$ cat src/rtl/serial_receiver_pkg.sv
// Shared definitions for the serial link: frame width and receive FSM encoding.
// Both ends of the link import this package.
package serial_receiver_pkg;

  localparam int FRAME_W = 40;

  typedef enum logic {
    IDLE = 1'b0,
    DATA = 1'b1
  } rx_state_t;

endpackage

$ cat src/rtl/serial_receiver.sv
// Serial frame receiver: start bit, then WIDTH payload bits LSB first, delivered
// through a one-word valid/ready holding register with a sticky overrun flag.
module serial_receiver
  import serial_receiver_pkg::*;
#(
  parameter int WIDTH = FRAME_W
) (
  input  logic             clk,
  input  logic             rst_n,
  input  logic             sin,
  output logic [WIDTH-1:0] out_data,
  output logic             out_valid,
  input  logic             out_ready,
  output logic             overrun
);

  localparam int CNT_W = $clog2(WIDTH + 1);

  rx_state_t        state, state_nxt;
  logic [CNT_W-1:0] cnt, cnt_nxt;
  logic [WIDTH-1:0] shreg, shreg_nxt;
  logic             done;

  always_ff @(posedge clk) begin
    if (!rst_n) begin
      state <= IDLE;
      cnt   <= '0;
      shreg <= '0;
    end else begin
      state <= state_nxt;
      cnt   <= cnt_nxt;
      shreg <= shreg_nxt;
    end
  end

  // The completed word is the shifted value including the bit sampled this edge.
  always_comb begin
    state_nxt = state;
    cnt_nxt   = cnt;
    shreg_nxt = shreg;
    done      = 1'b0;
    case (state)
      IDLE: begin
        if (sin) begin
          state_nxt = DATA;
          cnt_nxt   = '0;
        end
      end
      DATA: begin
        shreg_nxt = {sin, shreg[WIDTH-1:1]};
        cnt_nxt   = cnt + CNT_W'(1);
        if (cnt == CNT_W'(WIDTH - 1)) begin
          done      = 1'b1;
          state_nxt = IDLE;
        end
      end
      default: state_nxt = IDLE;
    endcase
  end

  // A completion is accepted when the holder is empty or being drained this cycle.
  always_ff @(posedge clk) begin
    if (!rst_n) begin
      out_data  <= '0;
      out_valid <= 1'b0;
      overrun   <= 1'b0;
    end else if (done) begin
      if (!out_valid || out_ready) begin
        out_data  <= shreg_nxt;
        out_valid <= 1'b1;
      end else begin
        overrun   <= 1'b1;
      end
    end else if (out_valid && out_ready) begin
      out_valid <= 1'b0;
    end
  end

endmodule

$ cat config.mk
export PLATFORM = sky130hd
export DESIGN_NAME = serial_receiver
export DESIGN_NICKNAME = d
export VERILOG_FILES = /design/src/rtl/serial_receiver_pkg.sv /design/src/rtl/serial_receiver.sv
export SDC_FILE = /design/constraint.sdc
export NUM_CORES = 1
export LEC_CHECK = 0
export CAP_MARGIN = 20
export CORE_ASPECT_RATIO = 1.4
export CORE_MARGIN = 2
export CORE_UTILIZATION = 62
export CTS_CLUSTER_DIAMETER = 100
export DETAILED_ROUTE_END_ITERATION = 16
export DONT_BUFFER_PORTS = 1
export GPL_TIMING_DRIVEN = 0
export PLACE_DENSITY = 0.82
export SYNTH_ARGS = -nofsm -noshare
export SYNTH_HDL_FRONTEND = slang
export SYNTH_SLANG_ARGS = --single-unit
$ cat constraint.sdc
create_clock -name clk -period 1.8 [get_ports clk]
set_input_delay 0.36 -clock clk [delete_from_list [all_inputs] [get_ports clk]]
set_output_delay 0.36 -clock clk [all_outputs]
set_load 0.01 [all_outputs]
==> flow_summary.yaml, run 1 <==
status:
  status: "complete, no violations"
power_and_ir_drop:
  power.switching_uw: 749
  swShare_pct: 20.4
  power_density_nw_per_um2: 947
  power_frac_comb_pct: 3.3
  seqPwrFrac_pct: 54.0
  power.share.clock_pct: 42.7
  internal-power_uw: 2910
  peakVddDrop_uv: 704
  p_leak_uw: 0.00172
synth:
  syn_nets: 309
  synth_seq_cells: 89
  postSynthAreaPerCell_sq_um: 11.7
  synthAdderAreaFrac_pct: 0.353
  syn_area_sq_um: 3540
  ys_seq_area_share_pct: 50.3
  synth_compound_area_share_pct: 1.34
  yosys.area.top_type: "dfxtp_1"
  yosysWarnings: 0
  synth-xor-area-share_pct: 0
  netlist.area_leader.share_pct: 50.3
  synth_cells: 304
  synth_top_family_by_area: "multiplexers"
  synth_simple_gate_area_share_pct: 15.5
  muxShareOfSynthArea_pct: 28.8
  synth_area_leaders: "dfxtp_1 (50%), mux2_4 (17%), mux2i_1 (12%), and2_1 (7.1%), nor2_1 (4.6%)"
  ys_types: 28
setup_path:
  cp_data_arrival_time_ns: 1.93
  end_kind: "register"
  reg2reg_to: "out_data[10]"
  worstSetupPathType: "reg -> reg"
  r2r_setup_slack_ns: 0.11
  path_max_fanout: 10
  r2r.worst_path.cells: 5
  worstReg2RegStart: "cnt[0]"
  required_ns: 2.04
  worstSetupStartpointType: "register"
clocking:
  ctsResizeCount: 0
  clock_latency_ns: 0.36
  path_clk_slew_ns: 0.07
  cts.path.max_buffers: 2
  cts_root_buf: "clkbuf_8"
  ctsHoldBuffers: 0
  htreeDepth: 3
  cts_tree: "yes"
  post_cts_buffers: 0
  cts.sink_count: 89
  cts_made_buffers: 9
layout:
  drive_above_1_share_pct: 22.2
  finalNetCount: 320
  area_growth_pct: 9.15
  diodes: 0
  fillers: 407
  layout_common_cells: "dfxtp_1 (89), nor2_1 (43), mux2i_1 (42)"
  mostFrequentLayoutCell: "dfxtp_1"
  finalNonFillerCells: 388
  multi_input_area_sq_um: 1630
  seqCellArea_sq_um: 1780
worst_hold_path:
  hold_path.class: "in -> reg"
  worstHoldStart: "sin"
  holdPathEnd: "cnt[1]"
  hold_path_depth: 3
drt:
  wl_per_cell_microns: 14.6
  drt-initial-drc-count: 61
  vias_per_cell: 5.39
  firstDrtPassIters: 4
  drc: 0
  drtAntennaViolNets: 0
  routed_wl_mm: 5.65
  vias: 2090
placed_design:
  place_congestion: 0.793
  placedCellCount: 372
  port_buffers: 0
  dp_hpwl_mm: 3.84
timing:
  slew_headroom_pct: 70.8
  worst_pin_slew_ns: 0.439
  tns_ns: 0
  maxSlewViolCount: 0
  skew_ns: 0.0115
  post-route-period-util_pct: 93.9
  rsz0062_at_grt: "false"
  finalSetupViolations: 0
  min_period_ns: 1.69
  fmaxAchievable_mhz: 592
  final-hold-violation-count: 0
grt:
  antenna_found_initial: 0
  grt_first_pass_wirelength_mm: 9.47
  globalRouteOverflowTotal: 0
  grt_usage_pct: 20.2
  grt_start_max_net_pins: 15
  first_global_vias: 2108
job:
  maxCapViolCount: 0
floorplan:
  core_sq_um: 5530
  start_util_pct: 64.1
  die_x_microns: 67.9
  row_count: 32
  die_h_microns: 93.4
  die_area_sq_um: 6340
  ios: 46
[flip-flops by register name (all words and copies together) (netlist names)]
register	cells
out_data	40
state	1
cnt	6
overrun	1
out_valid	1
shreg	40
[kinds of logic (layout without fill, tap and decap cells)]
group / after synthesis / count (layout)
buffers and inverters: 21 / 37
adders and majority gates: 1 / 1
DFF: 89 / 89
AOI/OAI and AO/OA: 8 / 8
muxes: 82 / 82
and+or+nand+nor: 103 / 103
[area by class of cell]
| cell class | count | share of cell area [%] |
|---|---|---|
| Clock buffer | 12 | 4.27 |
| Clock inverter | 4 | 1.91 |
| Inverter | 1 | 0.0971 |
| Tap cell | 68 | 2.20 |
| Multi-Input combinational cell | 194 | 42.2 |
| Sequential cell | 89 | 46.1 |
| Buffer | 20 | 3.24 |
[power groups by stage]
| stage | clock, uW | combinational (uW) | sequential [uW] |
|---|---|---|---|
| after floorplan | 0 | 98.9 | 2020 |
| after global placement | 0 | 120 | 2020 |
| after detailed placement | 0 | 123 | 2020 |
| after CTS | 1600 | 123 | 1980 |
| after global routing | 1660 | 133 | 1980 |
| final | 1560 | 121 | 1980 |
[routing by layer]
layer  part of all wire, %  GRT usage [%]  vias to the layer above
met5                     0              0                        -
met4                   2.9           13.0                        0
met3                   5.0           4.69                       10
met2                    49           32.7                       58
met1                    43           23.2                      973
li1                      -              -                     1049
[worst max path at each step]
stage	from	cells after the start	slack, ns	to
5_1_grt	cnt[0]	5	0.01	out_data[8]
6_report	cnt[0]	5	0.11	out_data[10]
3_3_place_gp	cnt[0]	5	0.14	out_data[10]
3_5_place_dp	cnt[0]	5	0.11	out_data[16]
4_1_cts	cnt[0]	5	0.10	out_data[10]
2_1_floorplan	cnt[0]	5	0.24	out_data[0]
[cell usage after synthesis, drive strengths merged]
| cell | number |
|---|---|
| dfxtp | 89 |
| a311oi | 1 |
| and2 | 40 |
| nand4 | 3 |
| nand2 | 2 |
| ha | 1 |
| mux2 | 40 |
| clkbuf | 7 |
| a31oi | 1 |
| o21ai | 1 |
| or2 | 1 |
| and4bb | 1 |
| inv | 1 |
| o31ai | 1 |
| buf | 13 |
| mux2i | 42 |
| nor2b | 1 |
| nor2 | 43 |
| and3 | 1 |
| nor3b | 1 |
| and4 | 1 |
| nand3 | 5 |
| a21oi | 4 |
| nand2b | 4 |
[critical path, stage by stage (launching register included)]
cell,delay [ns]
dfxtp_1,0.39
ha_1,0.25
and4bb_1,0.28
nand4_4,0.16
buf_6,0.20
mux2_4,0.30
[per-stage QoR]
step,util [%],hold slack [ns],setup slack [ns],cell area (sq um),total power [uW]
floorplan,-,0.453,0.245,3540,2120
global placement,65.6,0.471,0.142,3630,2140
detailed placement,65.6,0.486,0.110,3630,2150
CTS,70.0,0.211,0.103,3870,3700
global route,70.0,0.225,0.0127,3870,3770
finish,70.0,0.226,0.110,3870,3660
Power figures use the tool's default switching activity.
==> inputs of run 2 (changes only) <==
- GPL_TIMING_DRIVEN: 0 -> default
- TNS_END_PERCENT: default -> 20
==> flow_summary.yaml, run 2 (synthesized netlist as in run 1, its figures left out) <==
drt:
  routed_wl_mm: 5.49
  wl_per_cell_microns: 14.7
  drc: 0
  firstDrtPassIters: 4
  vias_per_cell: 5.39
  drtAntennaViolNets: 0
  drt-initial-drc-count: 90
  vias: 2011
timing:
  rsz0062_at_grt: "false"
  worst_pin_slew_ns: 0.301
  post-route-period-util_pct: 93.5
  maxSlewViolCount: 0
  final-hold-violation-count: 0
  finalSetupViolations: 0
  skew_ns: 0.0114
  min_period_ns: 1.68
  slew_headroom_pct: 80.0
  fmaxAchievable_mhz: 594
  tns_ns: 0
grt:
  grt_first_pass_wirelength_mm: 9.47
  grt_start_max_net_pins: 47
  globalRouteOverflowTotal: 0
  grt_usage_pct: 19.7
  first_global_vias: 2057
  antenna_found_initial: 0
placed_design:
  place_congestion: 0.782
  port_buffers: 0
  placedCellCount: 358
  dp_hpwl_mm: 3.53
clocking:
  cts_tree: "yes"
  path_clk_slew_ns: 0.09
  cts.sink_count: 89
  htreeDepth: 3
  cts_made_buffers: 9
  cts.path.max_buffers: 2
  cts_root_buf: "clkbuf_8"
  clock_latency_ns: 0.34
  post_cts_buffers: 0
setup_path:
  critPathTopFamily: "simple AND/OR/NAND/NOR gates"
  worstSetupStartpointType: "register"
  path_max_fanout: 26
  cp_data_arrival_time_ns: 1.91
  cp_slowest_cell: "dfxtp_1"
  critPathMaxStageDelay_ns: 0.39
  crit_chain: "ha_1 > and4bb_1 > nand4_4 > buf_12 > mux2_4"
  end_kind: "register"
  crit_buf_inv: 1
  required_ns: 2.03
  worstSetupPathType: "reg -> reg"
floorplan:
  die_x_microns: 67.9
  ios: 46
  die_area_sq_um: 6340
  start_util_pct: 64.1
  row_count: 32
  die_h_microns: 93.4
  core_sq_um: 5530
power_and_ir_drop:
  peakVddDrop_uv: 664
  p_leak_uw: 0.00168
  power_density_nw_per_um2: 937
layout:
  diodes: 0
  finalNonFillerCells: 373
  reg.largest.list: "out_data x40, shreg x40, cnt x6"
  mostFrequentLayoutCell: "dfxtp_1"
  finalNetCount: 306
  drive_above_1_share_pct: 21.3
  area_growth_pct: 7.10
  layout_common_cells: "dfxtp_1 (88), nor2_1 (43), mux2i_1 (42)"
worst_hold_path:
  hold_path.class: "in -> reg"
status:
  status: "complete, no violations"
job:
  maxCapViolCount: 0
==> run 2: cell count changes in the layout (fill, tap and decap cells not counted), sizes merged <==
cell    delta
clkbuf     -9
inv        +1
buf        -7
==> run 2: worst paths after layout <==
| check | end | slack [ns] | cells past startpoint | from |
|---|---|---|---|---|
| worst max register to register | out_data[7] | 0.12 | 5 | cnt[0] |
| worst min register to register | cnt[5] | 0.50 | 2 | cnt[5] |
| worst max-delay path | out_data[7] | 0.12 | 5 | cnt[0] |
| worst min-delay path | overrun | 0.14 | 2 | rst_n |
==> run 2: layer usage <==
metal  track usage [%]  wire, microns  share of wire (%)
met3              6.62            279                5.1
met5                 0              0                  0
met4              7.50             63                1.1
met1              24.8           2470                 45
met2              31.0           2670                 49
==> run 2: power by group <==
| group | internal, uW | switching (uW) | total, uW |
|---|---|---|---|
| logic | 41.9 | 56.4 | 98.3 |
| registers | 1970 | 5.90 | 1980 |
| clock network | 813 | 664 | 1480 |
==> run 2: final cells by class <==
type | instances | area [sq um]
clock buffers | 10 | 138
clock inverters | 5 | 78.8
fillers | 405 | 1730
inverters | 1 | 3.75
multi-input cells | 194 | 1630
flip-flops and latches | 89 | 1780
well taps | 68 | 85.1
repair buffers | 6 | 73.8
==> run 2: repair_timing <==
| action | 4_1_cts | 5_1_grt |
|---|---|---|
| resized for setup | 0 | 1 |
| hold buffers | 0 | 0 |
| setup endpoints to repair | 0 | 2 |
==> run 2: metrics by stage <==
| stage | hold WS (ns) | utilization, % | power (uW) | area [sq um] | setup WS, ns |
|---|---|---|---|---|---|
| floorplan | 0.453 | - | 2120 | 3540 | 0.245 |
| global placement | 0.472 | 64.7 | 2120 | 3570 | 0.144 |
| finish | 0.142 | 68.7 | 3550 | 3790 | 0.116 |
| CTS | 0.130 | 68.6 | 3590 | 3790 | 0.0920 |
| global route | 0.136 | 68.7 | 3680 | 3790 | 0.0236 |
| detailed placement | 0.492 | 64.7 | 2120 | 3570 | 0.0963 |
==> run 2: worst reg2reg max path, delay by kind of cell (launching register included) <==
kind / cells / cell delay [ns]
simple gates: 2 / 0.40
fa+ha+maj: 1 / 0.24
mux: 1 / 0.33
buf+inv: 1 / 0.21
flops: 1 / 0.39
==> RTL edit, RTL diff (settings of run 1) <==
`FRAME_W`: 40 -> 80.
--- a/src/rtl/serial_receiver_pkg.sv
+++ b/src/rtl/serial_receiver_pkg.sv
@@ -2,7 +2,7 @@
 // Both ends of the link import this package.
 package serial_receiver_pkg;
 
-  localparam int FRAME_W = 40;
+  localparam int FRAME_W = 80;
 
   typedef enum logic {
     IDLE = 1'b0,
Interface: changed (resized out_data); port bits go from 46 to 86. No check against the original RTL was run, so the function may have changed too.
==> RTL edit against run 1 <==
Total power up 110%. Clock power grew 140%. Area after synthesis grew 80%. Setup slack worse by 0.045 ns. Utilization grew 2.8 points. Sequential cell count is 81 higher. Routed wire length increased by 110%. Die area increased by 75%. Cell area grew 87%. Critical path type unchanged. Critical endpoint is now out_data[24]$_SDFFE_PN0P_. Largest power group unchanged.
==> RTL edit: results (changes against run 1) <==
| Metric | Value |
|---|---|
| Outcome | `complete, no violations (unchanged)` |
| Adder-cell share of the synthesized area | `0.197% (was 0.353%)` |
| Global-route wire length before repair | `18600 um (was 9470 um)` |
| Top Registers | `out_data: 80 flops, shreg: 80 flops, cnt: 7 flops (was out_data: 40 flops, shreg: 40 flops, cnt: 6 flops)` |
| CTS Buf Count | `17 (was 9)` |
| Synth unique cells | `30 (was 28)` |
| Top cells by area, synth | `dfxtp_1, mux2_1, mux2i_1 (was dfxtp_1, mux2_4, mux2i_1)` |
| Mux contribution to synthesized area | `26.8% (was 28.8%)` |
| WP data arrival | `2.03 ns (was 1.93 ns)` |
| Syn avg cell area | `11.3 um^2 (was 11.7 um^2)` |
| Clock skew | `0.0104 ns (was 0.0115 ns)` |
| Syn nets | `568 (was 309)` |
| Setup WS pre-CTS | `0.0294 ns (was 0.110 ns)` |
| Met2 WL | `6160 um (was 2800 um)` |
| RD Place Congestion | `0.793 (about the same)` |
| Root Driver | `clkbuf_16 (was clkbuf_8)` |
| XOR/XNOR Fraction of Synth Area | `0.413% (was 0%)` |
| Worst Tran Pin Value | `0.572 ns (was 0.439 ns)` |
| Worst-Skew Late Latency | `0.42 ns (was 0.36 ns)` |
| Placed instance area | `6530 um^2 (was 3630 um^2)` |
| Layout cells sized above 1 | `9.70% (was 22.2%)` |
| Clk slew on worst S/H paths | `0.06 ns` |
| Routed len/inst | `15.9 um (was 14.6 um)` |
| Vias in the first global route | `4062 (was 2108)` |
| Vias | `3859 (was 2090)` |
| P_leak | `3.15 nW (was 1.72 nW)` |
| Gr usage total | `22.0% (was 20.2%)` |
| Sw power | `1.57 mW (was 0.749 mW)` |
| # resized after CTS | `1 (was 0)` |
| M1 wire length | `4660 um (was 2410 um)` |
| Synth top cells by count | `dfxtp_1, nor2_1, and2_1, mux2_1, mux2i_1 (was dfxtp_1, nor2_1, mux2i_1)` |
| Placed Cells | `698 (was 372)` |
| WL met3 | `732 um (was 283 um)` |
| H-Tree Depth | `4 (was 3)` |
| Cell Count, Final, Fillers Out | `733 (was 388)` |
| DP Wirelength | `7750 um (was 3840 um)` |
| # nets final | `590 (was 320)` |
| Sequential fraction of the synthesis area | `53.5% (was 50.3%)` |
-- RTL edit: cell count changes after synthesis, moves of 7 or more --
| cell | run 1 | this run |
|---|---|---|
| dfxtp_1 | 89 | 170 |
| nor2_1 | 43 | 85 |
| mux2_1 | 0 | 80 |
| clkbuf_1 | 7 | 14 |
| mux2_4 | 40 | 0 |
| and2_1 | 40 | 80 |
| mux2i_1 | 42 | 80 |
-- RTL edit: per-layer routing --
metal  GRT usage (%)  vias to the layer above
met5               0                        -
met4            8.77                        0
met3            8.75                       14
met2            38.0                       87
met1            23.6                     1834
li1                -                     1924
-- RTL edit: layout make-up --
cell class	count	area [um^2]
sequential	170	3400
multi-input combinational	355	2750
fill	696	2710
clock buffer	22	484
buffer	37	238
tap	135	169
clock inverter	10	140
timing repair buffer	2	50.0
inverter	2	7.51
-- RTL edit: final timing paths --
kind / start / to / slack (ns) / cells after the start
max: cnt[1]$_SDFFE_PN0P_ / out_data[24]$_SDFFE_PN0P_ / 0.07 / 6
min: sin / shreg[79]$_SDFF_PN0_ / 0.14 / 2
max reg2reg: cnt[1]$_SDFFE_PN0P_ / out_data[24]$_SDFFE_PN0P_ / 0.07 / 6
min reg2reg: cnt[3]$_SDFFE_PN0P_ / cnt[3]$_SDFFE_PN0P_ / 0.49 / 2
-- RTL edit: power groups by stage --
stage                     clock (mW)  sequential, mW  combinational (mW)
final                           3.77            3.77               0.205
after detailed placement           0            3.86               0.204
after CTS                       3.83            3.77               0.208
after floorplan                    0            3.85               0.162
after global routing            3.98            3.77               0.226
after global placement             0            3.86               0.200
-- RTL edit: critical path: stages (launching register included) --
cell	delay, ns
dfxtp_1	0.35
ha_1	0.17
and4_1	0.21
buf_6	0.14
nand3_4	0.20
buf_6	0.23
mux2_1	0.32
